**config.mk**
```make
export PLATFORM = sky130hd
export DESIGN_NAME = command_responder
export DESIGN_NICKNAME = d
export VERILOG_FILES = /design/src/rtl/command_responder_pkg.sv /design/src/rtl/command_responder_bit_tick_gen.sv /design/src/rtl/command_responder.sv
export SDC_FILE = /design/constraint.sdc
export NUM_CORES = 1
export LEC_CHECK = 0
export BUFFER_PORTS_ARGS = -buffer_cell sky130_fd_sc_hd__buf_2
export CAP_MARGIN = 20
export CORE_MARGIN = 8
export CORE_UTILIZATION = 63
export DETAILED_ROUTE_END_ITERATION = 12
export GPL_TIMING_DRIVEN = 0
export MAX_ROUTING_LAYER = met4
export PLACE_DENSITY = 0.87
export SLEW_MARGIN = 0
export SYNTH_ARGS = -nofsm -noshare
export SYNTH_HDL_FRONTEND = slang
export SYNTH_HIERARCHICAL = 1
export SYNTH_SLANG_ARGS = --single-unit
```
**constraint.sdc**
```tcl
create_clock -name clk -period 3.9 [get_ports clk]
set_clock_uncertainty 0.05 [all_clocks]
set_input_delay 0.585 -clock clk [delete_from_list [all_inputs] [get_ports clk]]
set_output_delay 0.585 -clock clk [all_outputs]
set_load 0.01 [all_outputs]
```
**src/rtl/command_responder_pkg.sv**
```systemverilog
// Shared types and frame layout for the command responder.
// The command width is also used by the system controller.
package command_responder_pkg;

  localparam int CMD_W      = 3;
  localparam int PRE_BITS   = 8;
  localparam int CMD_BITS   = 3;
  localparam int FRAME_BITS = 12;

  localparam logic [2:0] ST_IDLE     = 3'd0;
  localparam logic [2:0] ST_SEND_PRE = 3'd1;
  localparam logic [2:0] ST_SEND_CMD = 3'd2;
  localparam logic [2:0] ST_SEND_PAR = 3'd3;
  localparam logic [2:0] ST_REARM    = 3'd4;

  typedef enum logic [2:0] {
    IDLE     = ST_IDLE,
    SEND_PRE = ST_SEND_PRE,
    SEND_CMD = ST_SEND_CMD,
    SEND_PAR = ST_SEND_PAR,
    REARM    = ST_REARM
  } state_e;

  // Bit on the line for frame position idx: preamble MSB first, command MSB first, parity.
  function automatic logic frame_bit(input logic [3:0] idx, input logic [7:0] pre,
                                     input logic [CMD_W-1:0] cmd, input logic par);
    if (idx < 4'(PRE_BITS))
      return pre[3'd7 - idx[2:0]];
    else if (idx < 4'(PRE_BITS + CMD_BITS))
      return cmd[2'd2 - idx[1:0]];
    else
      return par;
  endfunction

endpackage

```
**src/rtl/command_responder_bit_tick_gen.sv**
```systemverilog
// Bit-period down-counter: tick marks the last clock of each serial bit.
// load restarts the period so the first bit of a frame gets its full width.
module command_responder_bit_tick_gen #(
  parameter int unsigned BIT_CYCLES = 4
) (
  input  logic clk,
  input  logic rst,
  input  logic load,
  input  logic en,
  output logic tick
);

  localparam logic [7:0] RELOAD = 8'(BIT_CYCLES - 1);

  logic [7:0] cnt_q, cnt_d;

  always_comb begin
    cnt_d = cnt_q;
    if (load)
      cnt_d = RELOAD;
    else if (en)
      cnt_d = (cnt_q == 8'd0) ? RELOAD : cnt_q - 8'd1;
  end

  assign tick = en && (cnt_q == 8'd0);

  always_ff @(posedge clk or negedge rst) begin
    if (!rst)
      cnt_q <= 8'd0;
    else
      cnt_q <= cnt_d;
  end

endmodule

```
**src/rtl/command_responder.sv**
```systemverilog
// Responder side of the controller command handshake: frames the latched
// command as preamble, command, parity on tx_bit, then re-arms.
module command_responder
  import command_responder_pkg::*;
#(
  parameter int unsigned BIT_CYCLES   = 4,
  parameter logic [7:0]  PREAMBLE     = 8'hA5,
  parameter int unsigned REARM_CYCLES = 10
) (
  input  logic             clk,
  input  logic             rst,
  input  logic [CMD_W-1:0] command_1,
  input  logic             start,
  output logic             ready_command,
  output logic             tx_bit,
  output logic             tx_active,
  output logic [7:0]       frame_count
);

  // A zero-length re-arm window still spends one clock in REARM.
  localparam logic [7:0] REARM_LOAD = (REARM_CYCLES == 0) ? 8'd0 : 8'(REARM_CYCLES - 1);

  state_e           state_q, state_d;
  logic [3:0]       bit_idx_q, bit_idx_d;
  logic [CMD_W-1:0] cmd_q, cmd_d;
  logic             par_q, par_d;
  logic [7:0]       rearm_q, rearm_d;
  logic [7:0]       frame_count_q, frame_count_d;
  logic             ready_q, ready_d;
  logic             tx_bit_q, tx_bit_d;
  logic             tx_active_q, tx_active_d;
  logic             load, sending, tick;
  logic [3:0]       nxt_idx;

  assign sending = (state_q == SEND_PRE) || (state_q == SEND_CMD) || (state_q == SEND_PAR);
  assign nxt_idx = bit_idx_q + 4'd1;

  command_responder_bit_tick_gen #(.BIT_CYCLES(BIT_CYCLES)) u_bit_tick_gen (
    .clk  (clk),
    .rst  (rst),
    .load (load),
    .en   (sending),
    .tick (tick)
  );

  always_comb begin
    state_d       = state_q;
    bit_idx_d     = bit_idx_q;
    cmd_d         = cmd_q;
    par_d         = par_q;
    rearm_d       = rearm_q;
    frame_count_d = frame_count_q;
    ready_d       = ready_q;
    tx_bit_d      = tx_bit_q;
    tx_active_d   = tx_active_q;
    load          = 1'b0;
    unique case (state_q)
      IDLE: begin
        if (start) begin
          cmd_d       = command_1;
          par_d       = ^command_1;
          bit_idx_d   = 4'd0;
          load        = 1'b1;
          state_d     = SEND_PRE;
          ready_d     = 1'b0;
          tx_active_d = 1'b1;
          tx_bit_d    = PREAMBLE[7];
        end
      end
      SEND_PRE, SEND_CMD, SEND_PAR: begin
        if (tick) begin
          if (bit_idx_q == 4'(FRAME_BITS - 1)) begin
            state_d       = REARM;
            frame_count_d = frame_count_q + 8'd1;
            rearm_d       = REARM_LOAD;
            ready_d       = 1'b1;
            tx_active_d   = 1'b0;
            tx_bit_d      = 1'b1;
          end else begin
            bit_idx_d = nxt_idx;
            tx_bit_d  = frame_bit(nxt_idx, PREAMBLE, cmd_q, par_q);
            if (nxt_idx < 4'(PRE_BITS))
              state_d = SEND_PRE;
            else if (nxt_idx < 4'(PRE_BITS + CMD_BITS))
              state_d = SEND_CMD;
            else
              state_d = SEND_PAR;
          end
        end
      end
      REARM: begin
        if (rearm_q == 8'd0)
          state_d = IDLE;
        else
          rearm_d = rearm_q - 8'd1;
      end
      default: state_d = IDLE;
    endcase
  end

  always_ff @(posedge clk or negedge rst) begin
    if (!rst) begin
      state_q       <= IDLE;
      bit_idx_q     <= 4'd0;
      cmd_q         <= '0;
      par_q         <= 1'b0;
      rearm_q       <= 8'd0;
      frame_count_q <= 8'd0;
      ready_q       <= 1'b1;
      tx_bit_q      <= 1'b1;
      tx_active_q   <= 1'b0;
    end else begin
      state_q       <= state_d;
      bit_idx_q     <= bit_idx_d;
      cmd_q         <= cmd_d;
      par_q         <= par_d;
      rearm_q       <= rearm_d;
      frame_count_q <= frame_count_d;
      ready_q       <= ready_d;
      tx_bit_q      <= tx_bit_d;
      tx_active_q   <= tx_active_d;
    end
  end

  assign ready_command = ready_q;
  assign tx_bit        = tx_bit_q;
  assign tx_active     = tx_active_q;
  assign frame_count   = frame_count_q;

endmodule

```
==> run_summary.xml, run 1 <==
<?xml version="1.0" encoding="UTF-8"?>
<metrics>
  <group name="setup_path">
    <metric name="critical_path.slowest_cell" unit="">sky130_fd_sc_hd__nor3_2</metric>
    <metric name="worst_path_largest_cell_delay" unit="ns">0.54</metric>
    <metric name="timing.rr.start" unit="">state_q[2]</metric>
    <metric name="critical_path_peak_fanout" unit="">10</metric>
    <metric name="worst_ep_required_time" unit="ns">4.09</metric>
    <metric name="worstSetupStartpointType" unit="">flop</metric>
    <metric name="timing.critical_path.cells" unit="">buf_1 -&gt; nor2_1 -&gt; buf_4 -&gt; nand2_1 -&gt; nor2_1 -&gt; o21ai_0 -&gt; nor3_2 -&gt; mux2_2</metric>
    <metric name="timing.reg2reg.setup_slack" unit="ns">1.11</metric>
    <metric name="critPathArrivalTime" unit="ns">2.98</metric>
    <metric name="crit_path_frequent_cell" unit="">sky130_fd_sc_hd__nor2_1</metric>
    <metric name="worstSetupPathType" unit="">reg2reg</metric>
    <metric name="worst_r2r_endpoint" unit="">frame_count[1]</metric>
    <metric name="worst_r2r_path_depth" unit="">8</metric>
    <metric name="critPathCaptureType" unit="">flop</metric>
  </group>
  <group name="logic_synthesis">
    <metric name="postSynthNetCount" unit="">204</metric>
    <metric name="yosys_cell_types" unit="">47</metric>
    <metric name="yosysTopAreaCell" unit="">sky130_fd_sc_hd__dfrtp_1</metric>
    <metric name="synth-edff-count" unit="">0</metric>
    <metric name="async_reset_ff_frac" unit="">1.00</metric>
    <metric name="synth_top_flop_cell" unit="">sky130_fd_sc_hd__dfrtp_1</metric>
    <metric name="syn-mean-instance-area" unit="sq um">10.5</metric>
    <metric name="synth_cells" unit="">192</metric>
    <metric name="yosys.cell_count.top_type" unit="">sky130_fd_sc_hd__dfrtp_1</metric>
    <metric name="yosys-top-cells-area" unit="">sky130_fd_sc_hd__dfrtp_1 (45%), sky130_fd_sc_hd__xnor2_1 (4.8%), sky130_fd_sc_hd__mux2_2 (3.9%)</metric>
    <metric name="post_synthesis_sequential_element_count" unit="">38</metric>
    <metric name="synthesis.yosys.warnings" unit="">6</metric>
    <metric name="fraction_of_the_yosys_area_taken_by_sequential_cells" unit="">0.474</metric>
    <metric name="post-synth-top-area-fraction" unit="">0.448</metric>
    <metric name="post_synth_instance_area" unit="sq mm">0.00201</metric>
    <metric name="synth_commonest_cells" unit="">sky130_fd_sc_hd__dfrtp_1 (36), sky130_fd_sc_hd__nor2_1 (20), sky130_fd_sc_hd__xnor2_1 (11)</metric>
  </group>
  <group name="clock_tree">
    <metric name="cts.sink_count" unit="">38</metric>
    <metric name="ctsHtreeMaxLevel" unit="">2</metric>
    <metric name="post_cts_resized" unit="">0</metric>
    <metric name="cts.clk_slew.worst_paths" unit="ns">0.12</metric>
    <metric name="tritoncts" unit="">yes</metric>
    <metric name="clk_root_buffer_cell" unit="">sky130_fd_sc_hd__clkbuf_4</metric>
    <metric name="cts_buffer_depth" unit="">2</metric>
    <metric name="clock_latency" unit="ns">0.35</metric>
    <metric name="cts_setup_buffers" unit="">0</metric>
    <metric name="cts_made_buffers" unit="">5</metric>
    <metric name="cts_hold_repair.buffers" unit="">0</metric>
  </group>
  <group name="power">
    <metric name="power.density" unit="mW/mm^2">521</metric>
    <metric name="combinationalPowerShare" unit="">0.326</metric>
    <metric name="irDropWorstVdd" unit="mV">0.248</metric>
    <metric name="p_int" unit="W">0.000742</metric>
    <metric name="clockPowerShare" unit="">0.189</metric>
    <metric name="seqPwrFrac" unit="">0.485</metric>
    <metric name="p_switching" unit="W">0.000410</metric>
    <metric name="netSwitchingFraction" unit="">0.356</metric>
    <metric name="leakagePower" unit="nW">1.04</metric>
  </group>
  <group name="routing">
    <metric name="drt.antenna.violating_nets" unit="">0</metric>
    <metric name="drt_iter0_drc" unit="">98</metric>
    <metric name="dr_total_vias" unit="">1538</metric>
    <metric name="routed_wl" unit="um">3920</metric>
    <metric name="post-route-drc-count" unit="">0</metric>
    <metric name="detail_route.vias_per_cell" unit="">5.92</metric>
    <metric name="routedWlPerCell" unit="um">15.1</metric>
    <metric name="drtPass1Iterations" unit="">4</metric>
  </group>
  <group name="timing">
    <metric name="min_period" unit="ns">2.79</metric>
    <metric name="maxSlewHeadroom" unit="">0.457</metric>
    <metric name="actual_transition_at_the_worst_max_transition_pin" unit="ns">0.815</metric>
    <metric name="slew_viol_final" unit="">0</metric>
    <metric name="hold_slack" unit="ns">0.260</metric>
    <metric name="max_freq" unit="GHz">0.359</metric>
    <metric name="rsz0062_at_grt" unit="">no</metric>
    <metric name="min_period_over_period" unit="">0.715</metric>
    <metric name="hold_viol_final" unit="">0</metric>
    <metric name="fin_setup_tns" unit="ns">0</metric>
    <metric name="timing.final.setup_violations" unit="">0</metric>
  </group>
  <group name="place">
    <metric name="placement.cell_area" unit="sq mm">0.00215</metric>
    <metric name="gp_congestion" unit="">0.899</metric>
    <metric name="dp_hpwl" unit="um">2870</metric>
    <metric name="place.detailed.instances" unit="">252</metric>
    <metric name="place.port_buffers" unit="">16</metric>
  </group>
  <group name="finish">
    <metric name="num-nets-final" unit="">227</metric>
    <metric name="final_cells" unit="">260</metric>
    <metric name="num_antenna_cells" unit="">0</metric>
    <metric name="filler_cell_count" unit="">232</metric>
    <metric name="drive_gt1_frac" unit="">0.199</metric>
    <metric name="stdcell_area" unit="sq mm">0.00221</metric>
    <metric name="syn_to_final_growth" unit="%">9.89</metric>
  </group>
  <group name="hold_path">
    <metric name="worstHoldPathType" unit="">in2async</metric>
  </group>
  <group name="floorplan">
    <metric name="floorplan.initialDensity" unit="">0.659</metric>
    <metric name="chip_width" unit="um">72.5</metric>
    <metric name="dieHeight" unit="um">72.5</metric>
    <metric name="row_count" unit="">20</metric>
    <metric name="die_area" unit="sq mm">0.00526</metric>
    <metric name="core_area" unit="sq mm">0.00305</metric>
    <metric name="io_pins" unit="">17</metric>
  </group>
  <group name="global_route">
    <metric name="grt_antenna_before_repair" unit="">0</metric>
    <metric name="maximum_number_of_pins_on_one_net_before_global_route_repair" unit="">39</metric>
    <metric name="globalRoute.totalOverflow" unit="">0</metric>
    <metric name="grt_util_all_layers" unit="">0.160</metric>
    <metric name="grt_pass1_wl" unit="um">6380</metric>
    <metric name="number_of_global_route_vias_before_repair" unit="">1441</metric>
  </group>
  <group name="job">
    <metric name="max-cap-violations" unit="">0</metric>
  </group>
  <group name="outcome">
    <metric name="run_status" unit="">finished clean</metric>
  </group>
</metrics>
-- metal layers --
metal	vias up	track usage	routed length (um)
li1	739	-	-
met4	0	0.0733	76
met3	9	0.0523	211
met5	-	-	0
met1	746	0.178	1690
met2	44	0.258	1950
-- cells in the final DEF (no fill, tap or decap), types with 3 or more instances in the layout --
master                     Yosys  final
sky130_fd_sc_hd__nor2_1       20     20
sky130_fd_sc_hd__nor3_1        5      5
sky130_fd_sc_hd__nand3b_1      3      3
sky130_fd_sc_hd__nand2b_1      5      5
sky130_fd_sc_hd__mux2_2        7      7
sky130_fd_sc_hd__ha_1          6      6
sky130_fd_sc_hd__dfrtp_1      36     36
sky130_fd_sc_hd__xnor2_1      11     11
sky130_fd_sc_hd__clkbuf_4      0      5
sky130_fd_sc_hd__o21ai_0       9      9
sky130_fd_sc_hd__xor2_1        5      5
sky130_fd_sc_hd__mux2i_1       3      3
sky130_fd_sc_hd__nand2_1      10     10
sky130_fd_sc_hd__a21oi_1      10     10
sky130_fd_sc_hd__nand3_1       7      7
sky130_fd_sc_hd__buf_2         0     16
sky130_fd_sc_hd__inv_1         7      7
sky130_fd_sc_hd__a21o_1        4      4
sky130_fd_sc_hd__or3_1         5      5
-- power by group through the flow --
stage	clock network [W]	logic, W	registers, W
floorplan	0	0.000288	0.000549
global placement	0	0.000343	0.000558
detailed placement	0	0.000369	0.000566
CTS	0.000225	0.000373	0.000559
global route	0.000241	0.000421	0.000570
finish	0.000218	0.000375	0.000559
-- registers in the layout, summed over array words and instances (netlist names) --
signal                flops
par_q                     1
rearm_q                   8
bit_idx_q                 4
cmd_q                     3
ready_command             1
tx_bit                    1
tx_active                 1
u_bit_tick_gen/cnt_q      8
state_q                   3
frame_count               8
-- critical path, delay by kind of cell (launching register included) --
| kind | cells | cell delay [ns] |
|---|---|---|
| and+or+nand+nor | 4 | 1.12 |
| DFF | 1 | 0.43 |
| muxes | 1 | 0.41 |
| buffers and inverters | 2 | 0.39 |
| AOI/OAI and AO/OA | 1 | 0.28 |
-- layout make-up --
cell class                 count  area, sq um  share of cell area
buffer                         3         18.8             0.00849
clock buffer                   6         51.3              0.0232
clock inverter                 2         12.5             0.00566
inverter                       7         26.3              0.0119
multi-input combinational    144         1010               0.458
sequential                    38          953               0.431
tap                           44         55.1              0.0249
timing repair buffer          16         80.1              0.0362
-- cells by family (layout without fill, tap and decap cells) --
kind of cell,Yosys count,in the layout,share of synthesized area
AND/OR/NAND/NOR,75,75,0.220
flip-flops,38,38,0.474
AO/OA/AOI/OAI,37,37,0.123
XOR/XNOR,16,16,0.0696
multiplexers,10,10,0.0541
buffers and inverters,10,34,0.0224
adder cells (fa/ha/maj),6,6,0.0373
-- metrics by stage --
| stage | power, W | worst slack [ns] | util |
|---|---|---|---|
| finish | 0.00115 | 1.11 | 0.724 |
| global route | 0.00123 | 0.858 | 0.724 |
| CTS | 0.00116 | 1.15 | 0.724 |
| detailed placement | 0.000934 | 1.18 | 0.703 |
| global placement | 0.000901 | 1.18 | 0.703 |
| floorplan | 0.000836 | 1.62 | - |
-- how the worst max path moves through the flow --
stage	depth (start not counted)	start	slack, ns	end
after floorplan	8	state_q[2]	1.62	frame_count[1]
after global placement	8	state_q[2]	1.18	frame_count[1]
after detailed placement	8	state_q[2]	1.18	frame_count[1]
after CTS	8	state_q[2]	1.15	frame_count[1]
after global routing	8	state_q[2]	0.86	frame_count[1]
final	8	state_q[2]	1.11	frame_count[1]
No activity file was read; power rests on OpenSTA's default activity.
==> run 2: changes to the inputs <==
- CORE_UTILIZATION: 63 -> 59
- PLACE_DENSITY: 0.87 -> 0.83
- clock period: 3.9 -> 2.6 ns (I/O delays scaled with it)
==> run 2 against run 1 <==
Compared with the run above:
- utilization decreased by 4.8 points
- global-route usage up 1.2 points
- die area rose by 5.3%
- sequential cell count stayed put
- combinational power is 52% higher
- cell area is 1.3% higher
- via count rose by 0.46%
- hold slack worse by 0.19 ns
- non-clock buffer count rose by 1
- critical path type unchanged
- critical endpoint is now rearm_q[1]
==> run_summary.xml, run 2 (synthesized netlist as in run 1, its figures left out) <==
<?xml version="1.0" encoding="UTF-8"?>
<metrics>
  <group name="outcome">
    <metric name="run_status" unit="">finished clean</metric>
  </group>
  <group name="clock_tree">
    <metric name="cts_buffer_depth" unit="">2</metric>
    <metric name="cts.clk_slew.worst_paths" unit="ns">0.11</metric>
    <metric name="cts_hold_repair.buffers" unit="">0</metric>
    <metric name="clock_latency" unit="ns">0.35</metric>
    <metric name="cts_made_buffers" unit="">5</metric>
    <metric name="cts.sink_count" unit="">38</metric>
    <metric name="tritoncts" unit="">yes</metric>
    <metric name="ctsHtreeMaxLevel" unit="">2</metric>
    <metric name="clk_root_buffer_cell" unit="">sky130_fd_sc_hd__clkbuf_4</metric>
  </group>
  <group name="job">
    <metric name="max-cap-violations" unit="">0</metric>
  </group>
  <group name="routing">
    <metric name="drtPass1Iterations" unit="">4</metric>
    <metric name="post-route-drc-count" unit="">0</metric>
    <metric name="drt_iter0_drc" unit="">60</metric>
    <metric name="dr_total_vias" unit="">1545</metric>
    <metric name="detail_route.vias_per_cell" unit="">5.87</metric>
    <metric name="drt.antenna.violating_nets" unit="">0</metric>
    <metric name="routedWlPerCell" unit="um">15.4</metric>
    <metric name="routed_wl" unit="um">4050</metric>
  </group>
  <group name="global_route">
    <metric name="grt_util_all_layers" unit="">0.172</metric>
    <metric name="number_of_global_route_vias_before_repair" unit="">1577</metric>
    <metric name="maximum_number_of_pins_on_one_net_before_global_route_repair" unit="">39</metric>
    <metric name="globalRoute.totalOverflow" unit="">0</metric>
    <metric name="grt_antenna_before_repair" unit="">0</metric>
    <metric name="grt_pass1_wl" unit="um">7000</metric>
  </group>
  <group name="hold_path">
    <metric name="worstHoldPathType" unit="">in2async</metric>
  </group>
  <group name="timing">
    <metric name="actual_transition_at_the_worst_max_transition_pin" unit="ns">0.798</metric>
    <metric name="layout_setup_ws" unit="ns">0.209</metric>
    <metric name="hold_viol_final" unit="">0</metric>
    <metric name="min_period_over_period" unit="">0.920</metric>
    <metric name="min_period" unit="ns">2.39</metric>
    <metric name="maxSlewHeadroom" unit="">0.468</metric>
    <metric name="max_freq" unit="GHz">0.418</metric>
    <metric name="slew_viol_final" unit="">0</metric>
    <metric name="timing.final.setup_violations" unit="">0</metric>
  </group>
  <group name="floorplan">
    <metric name="die_area" unit="sq mm">0.00553</metric>
    <metric name="row_count" unit="">21</metric>
    <metric name="core_area" unit="sq mm">0.00331</metric>
    <metric name="floorplan.initialDensity" unit="">0.608</metric>
    <metric name="chip_width" unit="um">74.4</metric>
    <metric name="dieHeight" unit="um">74.4</metric>
    <metric name="io_pins" unit="">17</metric>
  </group>
  <group name="place">
    <metric name="place.port_buffers" unit="">16</metric>
    <metric name="dp_hpwl" unit="um">3000</metric>
    <metric name="gp_congestion" unit="">0.841</metric>
    <metric name="pre_cts_ws" unit="ns">-0.168</metric>
  </group>
  <group name="finish">
    <metric name="num-nets-final" unit="">228</metric>
    <metric name="multi_input_area" unit="sq mm">0.00104</metric>
    <metric name="register_area" unit="sq um">953</metric>
    <metric name="most_common_library_cell_in_the_layout_ignoring_fill_and_taps" unit="">sky130_fd_sc_hd__dfrtp_1</metric>
    <metric name="post-route-util" unit="">0.676</metric>
    <metric name="syn_to_final_growth" unit="%">11.3</metric>
    <metric name="num_antenna_cells" unit="">0</metric>
    <metric name="filler_cell_count" unit="">271</metric>
    <metric name="drive_gt1_frac" unit="">0.221</metric>
    <metric name="layout.cells.most_common_list" unit="">sky130_fd_sc_hd__dfrtp_1 (36), sky130_fd_sc_hd__nor2_1 (18), sky130_fd_sc_hd__buf_2 (16)</metric>
  </group>
  <group name="setup_path">
    <metric name="timing.critical_path.cells" unit="">clkbuf_2 -&gt; nor2_1 -&gt; buf_4 -&gt; nand2_1 -&gt; nor2_2 -&gt; o21ai_2 -&gt; or3_1 -&gt; nand3_1 -&gt; o21ai_0</metric>
    <metric name="worstSetupStartpointType" unit="">flop</metric>
    <metric name="critical_path_peak_fanout" unit="">10</metric>
    <metric name="worst_path_largest_cell_delay" unit="ns">0.43</metric>
    <metric name="timing.reg2reg.setup_slack" unit="ns">0.21</metric>
    <metric name="worst_r2r_endpoint" unit="">rearm_q[1]</metric>
    <metric name="worstSetupPathType" unit="">reg2reg</metric>
    <metric name="worst_ep_required_time" unit="ns">2.77</metric>
    <metric name="critPathCaptureType" unit="">flop</metric>
    <metric name="critical_path.slowest_cell" unit="">sky130_fd_sc_hd__or3_1</metric>
    <metric name="worst_r2r_path_depth" unit="">9</metric>
    <metric name="critPathArrivalTime" unit="ns">2.56</metric>
    <metric name="timing.rr.start" unit="">state_q[2]</metric>
  </group>
  <group name="power">
    <metric name="power.density" unit="mW/mm^2">759</metric>
    <metric name="leakagePower" unit="nW">1.05</metric>
    <metric name="irDropWorstVdd" unit="mV">0.350</metric>
  </group>
</metrics>
==> run 2: how the worst max path moves through the flow <==
stage / slack, ns / end / start
finish: 0.21 / rearm_q[1] / state_q[2]
global route: -0.04 / rearm_q[1] / state_q[2]
CTS: 0.03 / rearm_q[1] / state_q[2]
detailed placement: -0.17 / frame_count[1] / state_q[2]
global placement: -0.13 / frame_count[1] / state_q[2]
floorplan: 0.32 / frame_count[1] / state_q[2]
==> run 2: worst max-delay path, delay by kind of cell (launching register included) <==
family / cells / cell delay (ns)
DFF: 1 / 0.41
and+or+nand+nor: 5 / 1.13
buffers and inverters: 2 / 0.41
AOI/OAI and AO/OA: 2 / 0.27
==> run 2: timing repair <==
| item | CTS | global route |
|---|---|---|
| resized for setup | 3 | 5 |
| pin swaps | 1 | 0 |
| setup endpoints to repair | 6 | 17 |
| setup buffers | 1 | 0 |
| hold endpoints to repair | 0 | 0 |
==> run 2: cell type report <==
| type | count | share of cell area |
|---|---|---|
| clock inverters | 2 | 0.00447 |
| well taps | 46 | 0.0257 |
| multi-input cells | 144 | 0.466 |
| repair buffers | 17 | 0.0391 |
| flip-flops and latches | 38 | 0.426 |
| plain buffers | 3 | 0.00894 |
| clock buffers | 6 | 0.0184 |
| inverters | 7 | 0.0117 |
==> run 2: report_power, final <==
part	switching (W)	leakage, nW	total, W	internal (W)
logic	0.000297	0.520	0.000570	0.000273
registers	0.000127	0.496	0.000839	0.000712
clock network	0.000188	0.0320	0.000291	0.000103
==> run 2: layer usage <==
| layer | share of wire | track usage | vias up |
|---|---|---|---|
| met5 | 0 | - | - |
| met4 | 0.017 | 0.0717 | 0 |
| met3 | 0.039 | 0.0485 | 7 |
| met2 | 0.55 | 0.303 | 31 |
| met1 | 0.40 | 0.174 | 758 |
| li1 | - | - | 749 |
==> run 2: metrics by stage <==
stage	std cells	instance area, sq um	total power (W)	hold slack (ns)	setup TNS, ns
finish	263	2240	0.00170	0.0657	0
global route	263	2240	0.00183	0.128	-0.0419
CTS	263	2220	0.00171	0.0813	0
detailed placement	254	2150	0.00141	0.427	-0.799
global placement	254	2150	0.00135	0.406	-0.419
floorplan	192	2010	0.00125	0.0444	0
==> run 3: changes to the inputs <==
- CORE_UTILIZATION: 59 -> 35
- PLACE_DENSITY: 0.83 -> 0.55
==> run 3 against run 2 <==
Compared with the run above:
- combinational power shrank 4.7%
- global-route usage shrank 6.5 points
- critical endpoint is now frame_count[1]
- largest power group unchanged
- sequential cell count is the same
- non-clock buffer count grew 1
- count of clock-buffer cells in the layout shrank 1
- via count shrank 3.9%
==> run_summary.xml, run 3 (synthesized netlist as in run 1, its figures left out) <==
<?xml version="1.0" encoding="UTF-8"?>
<metrics>
  <group name="timing">
    <metric name="min_period" unit="ns">2.36</metric>
    <metric name="maxSlewHeadroom" unit="">0.443</metric>
    <metric name="slew_viol_final" unit="">0</metric>
    <metric name="max_freq" unit="GHz">0.424</metric>
    <metric name="layout_setup_ws" unit="ns">0.243</metric>
    <metric name="actual_transition_at_the_worst_max_transition_pin" unit="ns">0.836</metric>
    <metric name="fin_setup_tns" unit="ns">0</metric>
    <metric name="rsz0062_at_grt" unit="">no</metric>
    <metric name="timing.final.setup_violations" unit="">0</metric>
    <metric name="hold_slack" unit="ns">0.137</metric>
    <metric name="min_period_over_period" unit="">0.906</metric>
    <metric name="hold_viol_final" unit="">0</metric>
  </group>
  <group name="place">
    <metric name="placement.cell_area" unit="sq mm">0.00218</metric>
    <metric name="gp_congestion" unit="">0.715</metric>
    <metric name="place.port_buffers" unit="">16</metric>
    <metric name="dp_hpwl" unit="um">2790</metric>
    <metric name="pre_cts_ws" unit="ns">-0.283</metric>
  </group>
  <group name="routing">
    <metric name="dr_total_vias" unit="">1484</metric>
    <metric name="routedWlPerCell" unit="um">13.5</metric>
    <metric name="routed_wl" unit="um">3930</metric>
    <metric name="drtPass1Iterations" unit="">6</metric>
    <metric name="highest_layer" unit="">met4</metric>
    <metric name="routedLengthMet1" unit="um">1800</metric>
    <metric name="post-route-drc-count" unit="">0</metric>
    <metric name="drt_iter0_drc" unit="">88</metric>
    <metric name="sum_of_met2_wire_segment_lengths_after_detailed_routing" unit="um">1880</metric>
    <metric name="detail_route.vias_per_cell" unit="">5.12</metric>
    <metric name="met3WireLength" unit="um">145</metric>
    <metric name="drt.antenna.violating_nets" unit="">0</metric>
  </group>
  <group name="clock_tree">
    <metric name="ctsHtreeMaxLevel" unit="">2</metric>
    <metric name="clk_root_buffer_cell" unit="">sky130_fd_sc_hd__clkbuf_8</metric>
    <metric name="clock_latency" unit="ns">0.30</metric>
    <metric name="cts.sink_count" unit="">38</metric>
    <metric name="cts_buffer_depth" unit="">2</metric>
    <metric name="cts.clk_slew.worst_paths" unit="ns">0.08</metric>
    <metric name="tritoncts" unit="">yes</metric>
    <metric name="cts_made_buffers" unit="">5</metric>
  </group>
  <group name="global_route">
    <metric name="number_of_global_route_vias_before_repair" unit="">1493</metric>
    <metric name="maximum_number_of_pins_on_one_net_before_global_route_repair" unit="">39</metric>
    <metric name="grt_util_all_layers" unit="">0.107</metric>
    <metric name="grt_pass1_wl" unit="um">7210</metric>
    <metric name="grt_antenna_before_repair" unit="">0</metric>
    <metric name="globalRoute.totalOverflow" unit="">0</metric>
  </group>
  <group name="setup_path">
    <metric name="critPathArrivalTime" unit="ns">2.50</metric>
    <metric name="worst_ep_required_time" unit="ns">2.74</metric>
    <metric name="worstSetupPathType" unit="">reg2reg</metric>
    <metric name="critPathCaptureType" unit="">flop</metric>
    <metric name="worstSetupStartpointType" unit="">flop</metric>
    <metric name="critical_path_peak_fanout" unit="">10</metric>
  </group>
  <group name="finish">
    <metric name="stdcell_area" unit="sq mm">0.00234</metric>
    <metric name="drive_gt1_frac" unit="">0.229</metric>
    <metric name="layout.cells.most_common_list" unit="">sky130_fd_sc_hd__dfrtp_1 (36), sky130_fd_sc_hd__nor2_1 (19), sky130_fd_sc_hd__buf_2 (16)</metric>
    <metric name="num_antenna_cells" unit="">0</metric>
    <metric name="num-nets-final" unit="">229</metric>
    <metric name="syn_to_final_growth" unit="%">16.1</metric>
    <metric name="most_common_library_cell_in_the_layout_ignoring_fill_and_taps" unit="">sky130_fd_sc_hd__dfrtp_1</metric>
    <metric name="filler_cell_count" unit="">567</metric>
  </group>
  <group name="power">
    <metric name="design_power_total" unit="W">0.00189</metric>
    <metric name="power.density" unit="mW/mm^2">807</metric>
    <metric name="leakagePower" unit="nW">1.07</metric>
    <metric name="irDropWorstVdd" unit="mV">0.275</metric>
  </group>
  <group name="floorplan">
    <metric name="row_count" unit="">27</metric>
    <metric name="floorplan.initialDensity" unit="">0.363</metric>
    <metric name="chip_width" unit="um">91.8</metric>
    <metric name="dieHeight" unit="um">91.8</metric>
    <metric name="io_pins" unit="">17</metric>
    <metric name="die_area" unit="sq mm">0.00843</metric>
    <metric name="core_area" unit="sq mm">0.00554</metric>
  </group>
  <group name="outcome">
    <metric name="run_status" unit="">finished clean</metric>
  </group>
  <group name="job">
    <metric name="max-cap-violations" unit="">0</metric>
  </group>
  <group name="hold_path">
    <metric name="worstHoldPathType" unit="">in2async</metric>
  </group>
</metrics>
-- run 3: cell count changes in the layout (fill, tap and decap cells not counted), sizes merged --
cell,previous run,this run
bufinv,0,1
clkbuf,7,6
buf,19,20
clkinv,2,0
clkinvlp,0,2
-- run 3: path summary, 6_finish.rpt --
check	from	end	slack (ns)	cells past startpoint
max in group asynchronous	rst	bit_idx_q[0]	1.83	1
min reg2reg	frame_count[7]	frame_count[7]	0.43	1
min in group clk	command_1[1]	cmd_q[1]	0.31	2
max reg2reg	state_q[2]	frame_count[1]	0.24	8
max	state_q[2]	frame_count[1]	0.24	8
min	rst	frame_count[5]	0.14	1
-- run 3: power breakdown --
| group | internal [W] | total [W] | switching, W |
|---|---|---|---|
| Sequential | 0.000713 | 0.000837 | 0.000124 |
| Clock | 0.000285 | 0.000505 | 0.000220 |
| Combinational | 0.000270 | 0.000543 | 0.000272 |
| Total | 0.00127 | 0.00189 | 0.000616 |
-- run 3: per-stage QoR --
stage / cells / utilization
after floorplan: 192 / -
after global placement: 280 / 0.394
after detailed placement: 280 / 0.394
after CTS: 290 / 0.420
after global routing: 290 / 0.422
final: 290 / 0.422
-- run 3: cell type report --
class | count | area [sq um] | area share
plain buffers | 3 | 20.0 | 0.00857
clock buffers | 5 | 68.8 | 0.0295
clock inverters | 3 | 45.0 | 0.0193
inverters | 7 | 26.3 | 0.0112
multi-input cells | 144 | 1040 | 0.444
flip-flops and latches | 38 | 953 | 0.408
well taps | 72 | 90.1 | 0.0386
repair buffers | 18 | 95.1 | 0.0407
-- run 3: metal layers --
layer  vias to the layer above  track usage
met2                        20        0.154
met1                       712        0.134
met5                         -            -
met3                         7       0.0277
met4                         0       0.0604
li1                        745            -
-- run 3: what timing repair did --
action                                  in CTS  in global routing
pin swaps                                    2                  0
hold buffers                                 0                  0
gates resized for setup                      4                  3
endpoints found under the hold margin        0                  0
setup buffers                                2                  0
endpoints found under the setup margin      14                 15
-- run 3: worst max-delay path, cell delays in order, from the launching register on --
cell	delay, ns
sky130_fd_sc_hd__dfrtp_1	0.41
sky130_fd_sc_hd__clkbuf_2	0.22
sky130_fd_sc_hd__nor2_1	0.15
sky130_fd_sc_hd__buf_4	0.16
sky130_fd_sc_hd__nand2_1	0.14
sky130_fd_sc_hd__nor2_2	0.27
sky130_fd_sc_hd__o21ai_2	0.17
sky130_fd_sc_hd__nor3_4	0.30
sky130_fd_sc_hd__mux2_2	0.37
